==> src/rtl/fp_div_pkg.sv <==
// Shared constants and FSM encoding for the iterative FP mantissa divider.
package fp_div_pkg;

  localparam int EXP_WIDTH  = 8;
  localparam int MANT_WIDTH = 23;
  localparam int EXP_BIAS   = 127;
  localparam int CNT_WIDTH  = $clog2(MANT_WIDTH + 1);

  typedef enum logic [1:0] {
    IDLE   = 2'd0,
    RUN    = 2'd1,
    FINISH = 2'd2
  } state_t;

endpackage

==> src/rtl/fp_div_mant_iter_if.sv <==
// Start/done handshake, operand and result bundle for fp_div_mant_iter.
interface fp_div_mant_iter_if #(
  parameter int EXP_WIDTH  = fp_div_pkg::EXP_WIDTH,
  parameter int MANT_WIDTH = fp_div_pkg::MANT_WIDTH
);

  logic                  in_Start;
  logic [EXP_WIDTH-1:0]  in_ExpA;
  logic [EXP_WIDTH-1:0]  in_ExpB;
  logic [MANT_WIDTH:0]   in_MantA;
  logic [MANT_WIDTH:0]   in_MantB;

  logic                  out_Busy;
  logic                  out_Done;
  logic [EXP_WIDTH-1:0]  out_Exp;
  logic [MANT_WIDTH:0]   out_Mant;
  logic                  out_Sticky;
  logic                  out_ExpOvf;
  logic                  out_ExpUdf;
  logic                  out_DivZero;

  modport master (
    output in_Start, in_ExpA, in_ExpB, in_MantA, in_MantB,
    input  out_Busy, out_Done, out_Exp, out_Mant, out_Sticky,
           out_ExpOvf, out_ExpUdf, out_DivZero
  );

  modport slave (
    input  in_Start, in_ExpA, in_ExpB, in_MantA, in_MantB,
    output out_Busy, out_Done, out_Exp, out_Mant, out_Sticky,
           out_ExpOvf, out_ExpUdf, out_DivZero
  );

endinterface

==> src/rtl/fp_div_step.sv <==
// One restoring-division step: compare, conditionally subtract, shift left.
module fp_div_step #(
  parameter int W = fp_div_pkg::MANT_WIDTH + 2
) (
  input  logic [W-1:0] r,
  input  logic [W-1:0] d,
  output logic         q_bit,
  output logic [W-1:0] r_next
);

  logic [W-1:0] diff;

  assign q_bit  = (r >= d);
  assign diff   = r - d;
  assign r_next = (q_bit ? diff : r) << 1;

endmodule

==> src/rtl/fp_div_mant_iter.sv <==
// Iterative restoring mantissa divider: one quotient bit per cycle, MSB first,
// with biased exponent, range flags, sticky and divide-by-zero reporting.
module fp_div_mant_iter #(
  parameter int EXP_WIDTH  = fp_div_pkg::EXP_WIDTH,
  parameter int MANT_WIDTH = fp_div_pkg::MANT_WIDTH,
  parameter int EXP_BIAS   = fp_div_pkg::EXP_BIAS
) (
  input  logic               clk,
  input  logic               rst_n,
  fp_div_mant_iter_if.slave  bus
);

  import fp_div_pkg::*;

  localparam int CNT_W = $clog2(MANT_WIDTH + 1);
  localparam int RW    = MANT_WIDTH + 2;
  localparam int EW    = EXP_WIDTH + 2;
  localparam logic signed [EW-1:0] E_MAX = EW'((1 << EXP_WIDTH) - 2);

  state_t state_reg, state_next;

  logic [MANT_WIDTH:0]  d_reg;
  logic [MANT_WIDTH:0]  q_reg;
  logic [MANT_WIDTH:0]  q_next;
  logic [RW-1:0]        r_reg;
  logic [RW-1:0]        r_step;
  logic [CNT_W-1:0]     cnt_reg;
  logic [EXP_WIDTH-1:0] exp_reg;
  logic                 sticky_reg;
  logic                 ovf_reg;
  logic                 udf_reg;
  logic                 divz_reg;

  logic                 q_bit;
  logic                 accept;
  logic                 mant_b_zero;
  logic signed [EW-1:0] e_full;

  assign accept      = (state_reg == IDLE) && bus.in_Start;
  assign mant_b_zero = (bus.in_MantB == '0);

  // Wide enough that ExpA-ExpB+bias never wraps, so the flags see the true value.
  assign e_full = $signed({2'b00, bus.in_ExpA}) - $signed({2'b00, bus.in_ExpB})
                + $signed(EW'(EXP_BIAS));

  fp_div_step #(.W(RW)) u_step (
    .r      (r_reg),
    .d      ({1'b0, d_reg}),
    .q_bit  (q_bit),
    .r_next (r_step)
  );

  genvar gi;
  generate
    for (gi = 0; gi <= MANT_WIDTH; gi++) begin : g_qbit
      assign q_next[gi] = (cnt_reg == CNT_W'(gi)) ? q_bit : q_reg[gi];
    end
  endgenerate

  always_ff @(posedge clk or negedge rst_n) begin
    if (!rst_n) begin
      state_reg <= IDLE;
    end else begin
      state_reg <= state_next;
    end
  end

  always_comb begin
    state_next = state_reg;
    case (state_reg)
      IDLE:    if (bus.in_Start) state_next = mant_b_zero ? FINISH : RUN;
      RUN:     if (cnt_reg == '0) state_next = FINISH;
      FINISH:  state_next = IDLE;
      default: state_next = IDLE;
    endcase
  end

  always_ff @(posedge clk or negedge rst_n) begin
    if (!rst_n) begin
      d_reg      <= '0;
      q_reg      <= '0;
      r_reg      <= '0;
      cnt_reg    <= '0;
      exp_reg    <= '0;
      sticky_reg <= 1'b0;
      ovf_reg    <= 1'b0;
      udf_reg    <= 1'b0;
      divz_reg   <= 1'b0;
    end else if (accept) begin
      d_reg      <= bus.in_MantB;
      r_reg      <= {1'b0, bus.in_MantA};
      cnt_reg    <= CNT_W'(MANT_WIDTH);
      exp_reg    <= e_full[EXP_WIDTH-1:0];
      ovf_reg    <= (e_full > E_MAX);
      udf_reg    <= e_full[EW-1] || (e_full == '0);
      divz_reg   <= mant_b_zero;
      q_reg      <= mant_b_zero ? '1 : '0;
      sticky_reg <= 1'b0;
    end else if (state_reg == RUN) begin
      r_reg <= r_step;
      q_reg <= q_next;
      if (cnt_reg == '0) begin
        // Last step: the shifted remainder is nonzero exactly when the true one is.
        sticky_reg <= (r_step != '0);
      end else begin
        cnt_reg <= cnt_reg - 1'b1;
      end
    end
  end

  assign bus.out_Busy    = (state_reg != IDLE);
  assign bus.out_Done    = (state_reg == FINISH);
  assign bus.out_Exp     = exp_reg;
  assign bus.out_Mant    = q_reg;
  assign bus.out_Sticky  = sticky_reg;
  assign bus.out_ExpOvf  = ovf_reg;
  assign bus.out_ExpUdf  = udf_reg;
  assign bus.out_DivZero = divz_reg;

endmodule
==> src/flat_wrapper.sv <==
// flat-port wrapper written by rule: the top's interface ports become plain ports
module fp_div_mant_iter_flat import fp_div_pkg::*;
#(
  parameter int EXP_WIDTH  = fp_div_pkg::EXP_WIDTH,
  parameter int MANT_WIDTH = fp_div_pkg::MANT_WIDTH,
  parameter int EXP_BIAS   = fp_div_pkg::EXP_BIAS
)
  (clk, rst_n, bus_in_Start, bus_in_ExpA, bus_in_ExpB, bus_in_MantA, bus_in_MantB, bus_out_Busy, bus_out_Done, bus_out_Exp, bus_out_Mant, bus_out_Sticky, bus_out_ExpOvf, bus_out_ExpUdf, bus_out_DivZero);
  fp_div_mant_iter_if #(.EXP_WIDTH(EXP_WIDTH), .MANT_WIDTH(MANT_WIDTH)) bus_i ();
  input  logic clk;
  input  logic rst_n;
  input wire logic [$bits(bus_i.in_Start)-1:0] bus_in_Start;
  input wire logic [$bits(bus_i.in_ExpA)-1:0] bus_in_ExpA;
  input wire logic [$bits(bus_i.in_ExpB)-1:0] bus_in_ExpB;
  input wire logic [$bits(bus_i.in_MantA)-1:0] bus_in_MantA;
  input wire logic [$bits(bus_i.in_MantB)-1:0] bus_in_MantB;
  output wire logic [$bits(bus_i.out_Busy)-1:0] bus_out_Busy;
  output wire logic [$bits(bus_i.out_Done)-1:0] bus_out_Done;
  output wire logic [$bits(bus_i.out_Exp)-1:0] bus_out_Exp;
  output wire logic [$bits(bus_i.out_Mant)-1:0] bus_out_Mant;
  output wire logic [$bits(bus_i.out_Sticky)-1:0] bus_out_Sticky;
  output wire logic [$bits(bus_i.out_ExpOvf)-1:0] bus_out_ExpOvf;
  output wire logic [$bits(bus_i.out_ExpUdf)-1:0] bus_out_ExpUdf;
  output wire logic [$bits(bus_i.out_DivZero)-1:0] bus_out_DivZero;
  assign bus_i.in_Start = bus_in_Start;
  assign bus_i.in_ExpA = bus_in_ExpA;
  assign bus_i.in_ExpB = bus_in_ExpB;
  assign bus_i.in_MantA = bus_in_MantA;
  assign bus_i.in_MantB = bus_in_MantB;
  assign bus_out_Busy = bus_i.out_Busy;
  assign bus_out_Done = bus_i.out_Done;
  assign bus_out_Exp = bus_i.out_Exp;
  assign bus_out_Mant = bus_i.out_Mant;
  assign bus_out_Sticky = bus_i.out_Sticky;
  assign bus_out_ExpOvf = bus_i.out_ExpOvf;
  assign bus_out_ExpUdf = bus_i.out_ExpUdf;
  assign bus_out_DivZero = bus_i.out_DivZero;
  fp_div_mant_iter #(.EXP_WIDTH(EXP_WIDTH), .MANT_WIDTH(MANT_WIDTH), .EXP_BIAS(EXP_BIAS)) u_core (.clk(clk), .rst_n(rst_n), .bus(bus_i));
endmodule
==> config.mk <==
export PLATFORM = sky130hd
export DESIGN_NAME = fp_div_mant_iter_flat
export DESIGN_NICKNAME = d
export VERILOG_FILES = /design/src/rtl/fp_div_pkg.sv /design/src/rtl/fp_div_mant_iter_if.sv /design/src/rtl/fp_div_step.sv /design/src/rtl/fp_div_mant_iter.sv /design/src/flat_wrapper.sv
export SDC_FILE = /design/constraint.sdc
export NUM_CORES = 1
export LEC_CHECK = 0
export CORE_MARGIN = 2
export CORE_UTILIZATION = 58
export DETAILED_ROUTE_END_ITERATION = 8
export PLACE_DENSITY = 0.91
export SKIP_CTS_REPAIR_TIMING = 1
export SLEW_MARGIN = 30
export SYNTH_ARGS = -nofsm -noshare
export SYNTH_HDL_FRONTEND = slang
export SYNTH_SLANG_ARGS = --single-unit
==> constraint.sdc <==
create_clock -name clk -period 4.9 [get_ports clk]
set_clock_uncertainty 0.1 [all_clocks]
set_input_delay 0.49 -clock clk [delete_from_list [all_inputs] [get_ports clk]]
set_output_delay 0.49 -clock clk [all_outputs]
set_load 0.05 [all_outputs]
==> flow_summary_export.csv, run 1 <==
group,metric,value,unit
status,status,"finished clean",
critical_path,required,5.05,ns
critical_path,crit_cells,10,
hold_path,hold_path.class,"flip-flop to flip-flop",
sta,fin_ws,1.210,ns
critical_path,crit_path_start,"u_core.r_reg[2]$_DFFE_PN0P_",
cts,cts.sinks,92,
die,dieArea,0.01147,sq mm
critical_path,worst-path-max-fanout,11,
die,core_area,0.01032,sq mm
global_route,grt_pass1_vias,5754,
critical_path,path_cells,"ha_1 > nor2_1 > a211o_1 > a21o_1 > a31o_2 > o31ai_4 > a41oi_2 > or4_1 > o41ai_2 > a41oi_1",
critical_path,r2r_setup_slack,1.21,ns
yosys,synth.yosys.seq_area_share,37.33,%
critical_path,critical_path.slowest_cell,"or4_1",
global_route,track_usage,30.65,%
critical_path,timing.rr.end,"u_core.bus.out_Sticky$_DFFE_PN0P_",
route,drtPass1Iterations,5,
cells_and_area,largest_reg_flops,25,
yosys,yosys.area.top_type,"dfrtp_1",
place,dpl.hpwl,12610,um
cts,htree_levels,3,
yosys,syn_nets,808,
place,numPortBuffers,104,
sta,slew_viol_final,0,
route,postRouteAntennaNets,0,
route,drt_iter0_markers,458,
cells_and_area,n_antenna_cell,0,
cts,cts_root_buffer,"clkbuf_8",
critical_path,reg2reg_depth,10,
sta,setup_viol,0,
cts,cts_buffer_depth,2,
yosys,synthArstFlopShare,100.0,%
yosys,mappedNetlistArea,0.006167,sq mm
critical_path,worst-path-buf-inv,0,
yosys,ys.flop_type,"dfrtp_1",
die,rows,37,
sta,worstMarginPinSlew,0.9564,ns
cells_and_area,multiInputGateArea,0.003545,sq mm
global_route,grt_pass1_wl,27770,um
yosys,yosys_warnings,0,
yosys,synth_cells,698,
cells_and_area,syn2layout_area_growth,21.75,%
die,die_h,107.1,um
place,gp_congestion,0.9715,
cells_and_area,fillerInstances,752,
global_route,grt.overflow.total,0,
place,place_area,0.007282,sq mm
yosys,synth_cell_types,58,
sta,slew_headroom,36.11,%
sta,fmax,271.0,MHz
run,max-cap-violations,0,
sta,hold_viol_final,0,
place,pre_cts_ws,1.099,ns
cells_and_area,final_cell_area,0.007508,sq mm
yosys,yosysTopAreaCellShare,37.33,%
critical_path,critPathTopFamily,"compound AO/OA/AOI/OAI gates",
sta,rsz0062_at_grt,"false",
critical_path,max_stage_delay,0.63,ns
critical_path,endpoint,"u_core.bus.out_Sticky$_DFFE_PN0P_",
sta,period_needed,3.690,ns
critical_path,rr_startpoint,"u_core.r_reg[2]$_DFFE_PN0P_",
yosys,synth_edf_count,0,
yosys,ys_ff_latch,92,
global_route,grt_max_degree,59,
cts,clkTransAtPathRegs,0.11,ns
die,die_w,107.1,um
global_route,antenna_found_initial,0,
cts,clk-insertion-delay-late,0.39,ns
sta,fin_crit_sh,75.30,%
route,vias_per_cell,6.141,
route,drc,0,
cells_and_area,regArea,0.002302,sq mm
die,initial_utilization,59.74,%
route,vias,5699,
die,io_pins,105,
cells_and_area,drive_gt1_share,7.576,%
cts,cts_tree,"yes",
critical_path,worst_setup_path_start_kind,"flip-flop",
route,avgRoutedWirePerCell,18.26,um
cells_and_area,nets,897,
sta,fin_setup_tns,0,ns
critical_path,path_class,"flip-flop to flip-flop",
route,drt_wl_total,16940,um
critical_path,arrival,3.84,ns
critical_path,end_kind,"flip-flop",
cts,numCtsBuffers,9,
yosys,synthTopCellsByArea,"dfrtp_1 (37%), ha_1 (8.3%), o21ai_0 (6.3%), a21oi_1 (4.9%), nand2_1 (4.9%)",
yosys,avgSynthCellArea,8.835,sq um
-- synth_stat cells, drive strengths merged, types with 3 or more instances --
master and number:
dfrtp 92, nand2 80, o21ai 80, a21oi 60, inv 49, ha 41
nor2 32, clkbuf 25, mux2 24, mux2i 24, a22oi 23, xnor2 22
nand3 14, nor4 13, and3 10, nor3 9, xor2 9, a21o 8
buf 8, a211oi 7, or4 7, nand2b 5, nor2b 5, nand4 4
o21a 4, o31ai 4, a41oi 3, and2 3, o211ai 3, o21bai 3
or3 3
-- worst min path at each step --
stage | start | to | depth (start not counted)
after floorplan | rst_n | u_core.bus.out_DivZero$_DFFE_PN0P_ | 0
after global placement | u_core.bus.out_ExpUdf$_DFFE_PN0P_ | u_core.bus.out_ExpUdf$_DFFE_PN0P_ | 2
after detailed placement | rst_n | u_core.r_reg[12]$_DFFE_PN0P_ | 1
after CTS | rst_n | u_core.r_reg[19]$_DFFE_PN0P_ | 1
after global routing | u_core.bus.out_ExpUdf$_DFFE_PN0P_ | u_core.bus.out_ExpUdf$_DFFE_PN0P_ | 2
final | u_core.bus.out_Exp[6]$_DFFE_PN0P_ | u_core.bus.out_Exp[6]$_DFFE_PN0P_ | 2
-- final cells by class --
| class | instances | share of cell area (%) |
|---|---|---|
| clock inverters | 6 | 1.016 |
| multi-input cells | 524 | 47.21 |
| clock buffers | 10 | 1.833 |
| repair buffers | 111 | 14.56 |
| flip-flops and latches | 92 | 30.66 |
| inverters | 49 | 2.450 |
| well taps | 136 | 2.266 |
-- layer usage --
| metal | GRT usage [%] | share of wire, % | up-vias |
|---|---|---|---|
| met5 | 0 | 0 | - |
| met4 | 10.67 | 3.1 | 0 |
| met3 | 7.720 | 6.9 | 48 |
| met2 | 51.31 | 49 | 238 |
| met1 | 38.56 | 41 | 2746 |
| li1 | - | - | 2667 |
-- worst register-to-register path, stage by stage, from the launching register on --
cell and delay (ns):
dfrtp_1 0.42, ha_1 0.39, nor2_1 0.09, a211o_1 0.34, a21o_1 0.20, a31o_2 0.24
o31ai_4 0.24, a41oi_2 0.37, or4_1 0.63, o41ai_2 0.36, a41oi_1 0.17
-- cell families after synthesis --
family | share of synthesized area (%)
buffers and inverters | 5.255
AND/OR/NAND/NOR | 15.01
adder cells (fa/ha/maj) | 8.967
flip-flops | 37.33
AO/OA/AOI/OAI | 20.76
multiplexers | 8.278
XOR/XNOR | 4.403
-- placed cells by master (no fill, tap or decap), types with 3 or more instances in the layout --
cell,Yosys,layout
a211oi_1,7,7
a21o_1,8,8
a21oi_1,60,60
a22oi_1,23,23
and3_1,10,10
buf_4,1,7
clkbuf_8,0,10
clkdlybuf4s50_1,0,103
dfrtp_1,92,92
ha_1,41,41
inv_1,49,49
inv_6,0,3
mux2_2,24,24
mux2i_1,24,24
nand2_1,80,80
nand2b_1,5,4
nand3_1,13,13
nand4_1,4,4
nor2_1,32,32
nor2b_1,5,5
nor3_1,9,9
nor4_1,13,13
o211ai_1,3,3
o21a_1,4,4
o21ai_0,78,78
o21bai_1,3,3
o31ai_1,3,3
or3_1,3,3
or4_1,5,5
xnor2_1,22,22
xor2_1,9,9
-- per-stage QoR --
stage / cells / hold WS [ns] / util [%]
3_5_place_dp: 911 / 0.3751 / 70.54
3_3_place_gp: 911 / 0.3550 / 70.54
6_report: 928 / 0.3920 / 72.73
5_1_grt: 928 / 0.4247 / 72.73
4_1_cts: 927 / -0.02875 / 72.61
2_1_floorplan: 698 / 0.09441 / -
Power of run 1 is left out: the tool's default activity adds up to more than one toggle a clock period on the data nets, which glitch-free logic cannot reach.
==> run 2, diff against run 1 <==
--- a/config.mk
+++ b/config.mk
@@ -6,9 +6,9 @@
 export NUM_CORES = 1
 export LEC_CHECK = 0
 export CORE_MARGIN = 2
-export CORE_UTILIZATION = 58
+export CORE_UTILIZATION = 49
 export DETAILED_ROUTE_END_ITERATION = 8
-export PLACE_DENSITY = 0.91
+export PLACE_DENSITY = 0.83
 export SKIP_CTS_REPAIR_TIMING = 1
 export SLEW_MARGIN = 30
 export SYNTH_ARGS = -nofsm -noshare
==> constraint.sdc (replaced) <==
create_clock -name clk -period 3.08 [get_ports clk]
set_clock_uncertainty 0.1 [all_clocks]
set_input_delay 0.308 -clock clk [delete_from_list [all_inputs] [get_ports clk]]
set_output_delay 0.308 -clock clk [all_outputs]
set_load 0.05 [all_outputs]
==> run 2 against run 1 <==
Compared with the run above: the run now ends with negative setup slack left; global-route usage down 0.93 points; non-clock buffer count up 128; maximum frequency up 11%; critical path type unchanged.
==> flow_summary_export.csv, run 2 (synthesis results as in run 1) <==
group,metric,value,unit
critical_path,path_cells,"inv_1 > ha_1 > nand2b_1 > a211o_1 > a21o_1 > a31o_2 > o31ai_4 > a41oi_2 > or4_4 > o41ai_4 > a41oi_1",
place,dpl.hpwl,14580,um
critical_path,max_stage_delay,0.57,ns
route,drc,0,
critical_path,worst-path-max-fanout,4,
global_route,grt_pass1_vias,6415,
status,status,"complete, but fails checks",
sta,slew_viol_final,0,
critical_path,required,3.20,ns
route,avgRoutedWirePerCell,18.70,um
global_route,track_usage,29.72,%
sta,worstMarginPinSlew,0.8236,ns
route,drt_wl_total,20350,um
cts,cts_buffer_depth,2,
cts,numCtsBuffers,9,
place,gp_congestion,0.9481,
cts,htree_levels,3,
cells_and_area,fillerInstances,879,
global_route,grt.overflow.total,0,
cts,cts_tree,"yes",
global_route,grt_max_degree,45,
cells_and_area,largest_reg_flops,25,
route,postRouteAntennaNets,0,
critical_path,path_class,"flip-flop to flip-flop",
route,drtPass1Iterations,5,
critical_path,arrival,3.44,ns
cells_and_area,n_antenna_cell,0,
route,vias,6287,
cts,clkTransAtPathRegs,0.07,ns
route,drt_iter0_markers,438,
die,die_h,116.2,um
die,initial_utilization,50.71,%
critical_path,worst_setup_path_start_kind,"flip-flop",
die,io_pins,105,
cells_and_area,mostFrequentLayoutCell,"buf_4",
cells_and_area,final_cell_mix,"buf_4 (132), clkdlybuf4s50_1 (101), dfrtp_1 (92)",
cells_and_area,nets,1025,
cts,cts_root_buffer,"clkbuf_16",
cells_and_area,regArea,0.002302,sq mm
status,violations,"negative setup slack",
hold_path,hold_path.class,"input port to asynchronous set/reset pin",
critical_path,critical_path.slowest_cell,"or4_4",
cells_and_area,drive_gt1_share,24.78,%
sta,period_needed,3.318,ns
die,rows,40,
cts,cts.sinks,92,
sta,slew_headroom,44.32,%
route,vias_per_cell,5.778,
place,numPortBuffers,104,
run,max-cap-violations,0,
global_route,antenna_found_initial,0,
sta,fin_crit_sh,107.7,%
cells_and_area,syn2layout_area_growth,44.15,%
critical_path,end_kind,"flip-flop",
place,dp.cells,1065,
global_route,grt_pass1_wl,31380,um
sta,fmax,301.4,MHz
cts,clk-insertion-delay-late,0.36,ns
sta,hold_viol_final,0,
cells_and_area,layout.cells.non_filler,1088,
die,dieArea,0.01350,sq mm
cells_and_area,multiInputGateArea,0.003787,sq mm
die,core_area,0.01216,sq mm
sta,fin_ws,-0.2380,ns
die,die_w,116.2,um
sta,setup_viol,8,
sta,rsz0062_at_grt,"true",
run 2: cell count changes in the layout (fill, tap and decap cells not counted), sizes merged:
cell / before / now
dlymetal6s2s: 0 / 2
buf: 7 / 135
clkdlybuf4s50: 103 / 101
clkinv: 1 / 0
clkinvlp: 0 / 1
run 2: worst max-delay path, delay by kind of cell, from the launching register on:
kind | cells | cell delay [ns]
AO/OA/AOI/OAI | 7 | 1.71
adder cells (fa/ha/maj) | 1 | 0.21
flip-flops | 1 | 0.36
AND/OR/NAND/NOR | 2 | 0.73
buffers and inverters | 1 | 0.07
run 2: final timing paths:
check / from / end / slack, ns / cells after the start
hold reg to reg: u_core.bus.out_Exp[6]$_DFFE_PN0P_ / u_core.bus.out_Exp[6]$_DFFE_PN0P_ / 0.39 / 2
hold / removal: rst_n / u_core.d_reg[12]$_DFFE_PN0P_ / 0.36 / 2
min in group clk: u_core.bus.out_Exp[6]$_DFFE_PN0P_ / u_core.bus.out_Exp[6]$_DFFE_PN0P_ / 0.39 / 2
setup / recovery: u_core.r_reg[0]$_DFFE_PN0P_ / u_core.bus.out_Sticky$_DFFE_PN0P_ / -0.24 / 11
max in group asynchronous: rst_n / u_core.d_reg[2]$_DFFE_PN0P_ / 1.74 / 3
setup reg to reg: u_core.r_reg[0]$_DFFE_PN0P_ / u_core.bus.out_Sticky$_DFFE_PN0P_ / -0.24 / 11
run 2: final cells by class:
class	instances	share of cell area [%]
clock inverter	6	0.8445
timing repair buffer	239	23.53
multi-input combinational	524	42.60
sequential	92	25.90
clock buffer	10	2.688
tap	168	2.365
inverter	49	2.069
run 2: routing by layer:
metal / wire length, um / GRT usage, % / vias up
met4: 524 / 8.889 / 0
met5: 0 / 0 / -
met1: 8334 / 36.13 / 3083
met3: 1085 / 5.138 / 50
met2: 10400 / 54.04 / 219
li1: - / - / 2935
run 2: stage by stage:
| stage | util, % | instance area (sq um) | hold slack [ns] | setup WS (ns) | TNS (ns) |
|---|---|---|---|---|---|
| 5_1_grt | 73.10 | 8890 | 0.4180 | -0.3849 | -3.412 |
| 3_5_place_dp | 68.35 | 8313 | 0.2045 | -0.6056 | -1.781 |
| 4_1_cts | 70.94 | 8627 | -0.1749 | -0.4113 | -0.9047 |
| 2_1_floorplan | - | 6217 | -0.08759 | -0.09271 | -0.09271 |
| 3_3_place_gp | 68.35 | 8313 | 0.2004 | -0.3398 | -0.8606 |
| 6_report | 73.10 | 8890 | 0.3558 | -0.2380 | -0.3928 |
Power of run 2 is left out for the same reason.
==> run 3, diff against run 2 <==
--- a/config.mk
+++ b/config.mk
@@ -5,8 +5,9 @@
 export SDC_FILE = /design/constraint.sdc
 export NUM_CORES = 1
 export LEC_CHECK = 0
-export CORE_MARGIN = 2
-export CORE_UTILIZATION = 49
+export ABC_AREA = 1
+export CORE_MARGIN = 5
+export CORE_UTILIZATION = 50
 export DETAILED_ROUTE_END_ITERATION = 8
 export PLACE_DENSITY = 0.83
 export SKIP_CTS_REPAIR_TIMING = 1
==> run 3 against run 2 <==
Compared with the run above: count of clock-buffer cells in the layout did not move; core utilization shrank 11 points; sequential cell count did not move; critical endpoint unchanged; the run now ends clean.
==> flow_summary_export.csv, run 3 <==
group,metric,value,unit
status,status,"finished clean",
global_route,track_usage,23.46,%
die,rows,43,
sta,fin_setup_tns,0,ns
cells_and_area,syn2layout_area_growth,21.62,%
route,postRouteAntennaNets,0,
critical_path,required,3.22,ns
yosys,yosys_warnings,0,
global_route,grt_pass1_wl,31790,um
die,die_h,128.8,um
cells_and_area,drive_gt1_share,8.606,%
critical_path,arrival,2.92,ns
yosys,synth_compound_area_share,8.460,%
cells_and_area,largest_reg_flops,25,
cells_and_area,final_cell_mix,"nand2_1 (333), inv_1 (164), clkdlybuf4s50_1 (103)",
critical_path,worst_setup_path_start_kind,"flip-flop",
global_route,antenna_found_initial,0,
yosys,avgSynthCellArea,6.687,sq um
route,drc,0,
yosys,syn_nets,1165,
sta,period_needed,2.777,ns
cells_and_area,nets,1267,
critical_path,path_cells,"ha_1 > nand2_1 > nor2_2 > nand2_2 > nor2_2 > nand2_2 > nand2_1 > nor2_4 > nand3_4 > buf_12 > o21ai_0 > nor2_1 > nand2_1 > nor2_1 > nand3_1 > nand2_1 > nand2_1",
yosys,synth_edf_count,0,
yosys,yosysTopAreaCellShare,32.64,%
cts,cts_root_buffer,"clkbuf_16",
yosys,ys.flop_type,"dfrtp_1",
yosys,synthArstFlopShare,100.0,%
yosys,synth_cells,1055,
cts,clkTransAtPathRegs,0.07,ns
yosys,synthAdderAreaFrac,7.840,%
critical_path,cpMostUsedCell,"nand2_1",
cts,numCtsBuffers,9,
yosys,yosys.area.top_type,"dfrtp_1",
sta,hold_viol_final,0,
die,io_pins,105,
die,initial_utilization,50.82,%
critical_path,r2r_setup_slack,0.30,ns
yosys,synth.yosys.seq_area_share,32.64,%
cells_and_area,n_antenna_cell,0,
place,gp_congestion,0.9525,
route,drtPass1Iterations,5,
yosys,synth_xor_area_share,2.217,%
global_route,grt_max_degree,71,
critical_path,path_class,"flip-flop to flip-flop",
cts,cts_buffer_depth,2,
cts,cts.sinks,92,
route,vias_per_cell,5.134,
yosys,synthTopCellsByCount,"nand2_1 (334), inv_1 (164), dfrtp_1 (92)",
sta,worstMarginPinSlew,0.5995,ns
yosys,yosysMostFrequentCell,"nand2_1",
yosys,synth_cell_types,41,
global_route,grt.overflow.total,0,
route,vias,6890,
critical_path,max_stage_delay,0.43,ns
yosys,synth_top_family_by_area,"simple AND/OR/NAND/NOR gates",
yosys,yosys.area_share.simple,37.55,%
critical_path,worst-path-max-fanout,27,
critical_path,end_kind,"flip-flop",
cells_and_area,mostFrequentLayoutCell,"nand2_1",
hold_path,hold_path.class,"input port to asynchronous set/reset pin",
sta,fmax,360.2,MHz
yosys,muxShareOfSynthArea,0,%
sta,slew_viol_final,0,
yosys,synthTopCellsByArea,"dfrtp_1 (33%), nand2_1 (18%), inv_1 (8.7%), ha_1 (7.3%), nand3_1 (6.1%)",
route,drt_wl_total,18590,um
sta,setup_viol,0,
sta,fin_crit_sh,90.15,%
die,dieArea,0.01658,sq mm
die,core_area,0.01388,sq mm
critical_path,critical_path.slowest_cell,"ha_1",
route,drt_iter0_markers,393,
global_route,grt_pass1_vias,6931,
place,dpl.hpwl,14570,um
sta,slew_headroom,60.03,%
run,max-cap-violations,0,
route,avgRoutedWirePerCell,13.85,um
die,die_w,128.8,um
yosys,ys_ff_latch,92,
sta,rsz0062_at_grt,"false",
cts,cts_tree,"yes",
place,numPortBuffers,104,
yosys,mappedNetlistArea,0.007054,sq mm
cts,htree_levels,3,
cts,clk-insertion-delay-late,0.35,ns
[run 3: kinds of logic after synthesis]
family	count (synthesis)
XOR/XNOR	17
buffers and inverters	196
AND/OR/NAND/NOR	595
adder cells (fa/ha/maj)	43
AO/OA/AOI/OAI	112
flip-flops	92
[run 3: metrics by stage]
step,cell area [sq um],std cells,hold WS (ns),setup WS (ns),util [%]
global placement,8257,1325,0.2521,0.2220,59.48
detailed placement,8257,1325,0.2527,0.1349,59.48
CTS,8569,1341,-0.1148,0.3130,61.74
floorplan,7054,1055,-0.08759,0.7497,-
global route,8579,1342,0.4178,0.09101,61.81
finish,8579,1342,0.3849,0.3035,61.81
[run 3: cell type report]
type,count,area [sq um]
Tap cell,180,225.2
Clock inverter,6,73.82
Clock buffer,10,239.0
Inverter,173,653.1
Multi-Input combinational cell,767,3958
Timing Repair Buffer,114,1129
Sequential cell,92,2302
Fill cell,1241,5301
[run 3: worst paths after layout]
kind | startpoint | to | depth (start not counted)
max | u_core.r_reg[13]$_DFFE_PN0P_ | u_core.bus.out_Sticky$_DFFE_PN0P_ | 17
min | rst_n | u_core.bus.out_Mant[21]$_DFFE_PN0P_ | 2
max reg2reg | u_core.r_reg[13]$_DFFE_PN0P_ | u_core.bus.out_Sticky$_DFFE_PN0P_ | 17
min reg2reg | u_core.d_reg[11]$_DFFE_PN0P_ | u_core.d_reg[11]$_DFFE_PN0P_ | 2
max in group asynchronous | rst_n | u_core.d_reg[9]$_DFFE_PN0P_ | 3
min in group clk | u_core.d_reg[11]$_DFFE_PN0P_ | u_core.d_reg[11]$_DFFE_PN0P_ | 2
[run 3: worst max-delay path, delay by kind of cell, from the launching register on]
kind / cells / cell delay, ns
and+or+nand+nor: 14 / 1.38
adders and majority gates: 1 / 0.43
buffers and inverters: 1 / 0.20
DFF: 1 / 0.41
AOI/OAI and AO/OA: 1 / 0.13
[run 3: per-layer routing]
metal / up-vias / share of wire, % / track usage [%]
li1: 3487 / - / -
met5: - / 0 / 0
met3: 33 / 5.8 / 4.317
met4: 0 / 2.2 / 8.524
met2: 177 / 49 / 40.18
met1: 3193 / 43 / 29.61
Power of run 3 is left out for the same reason.
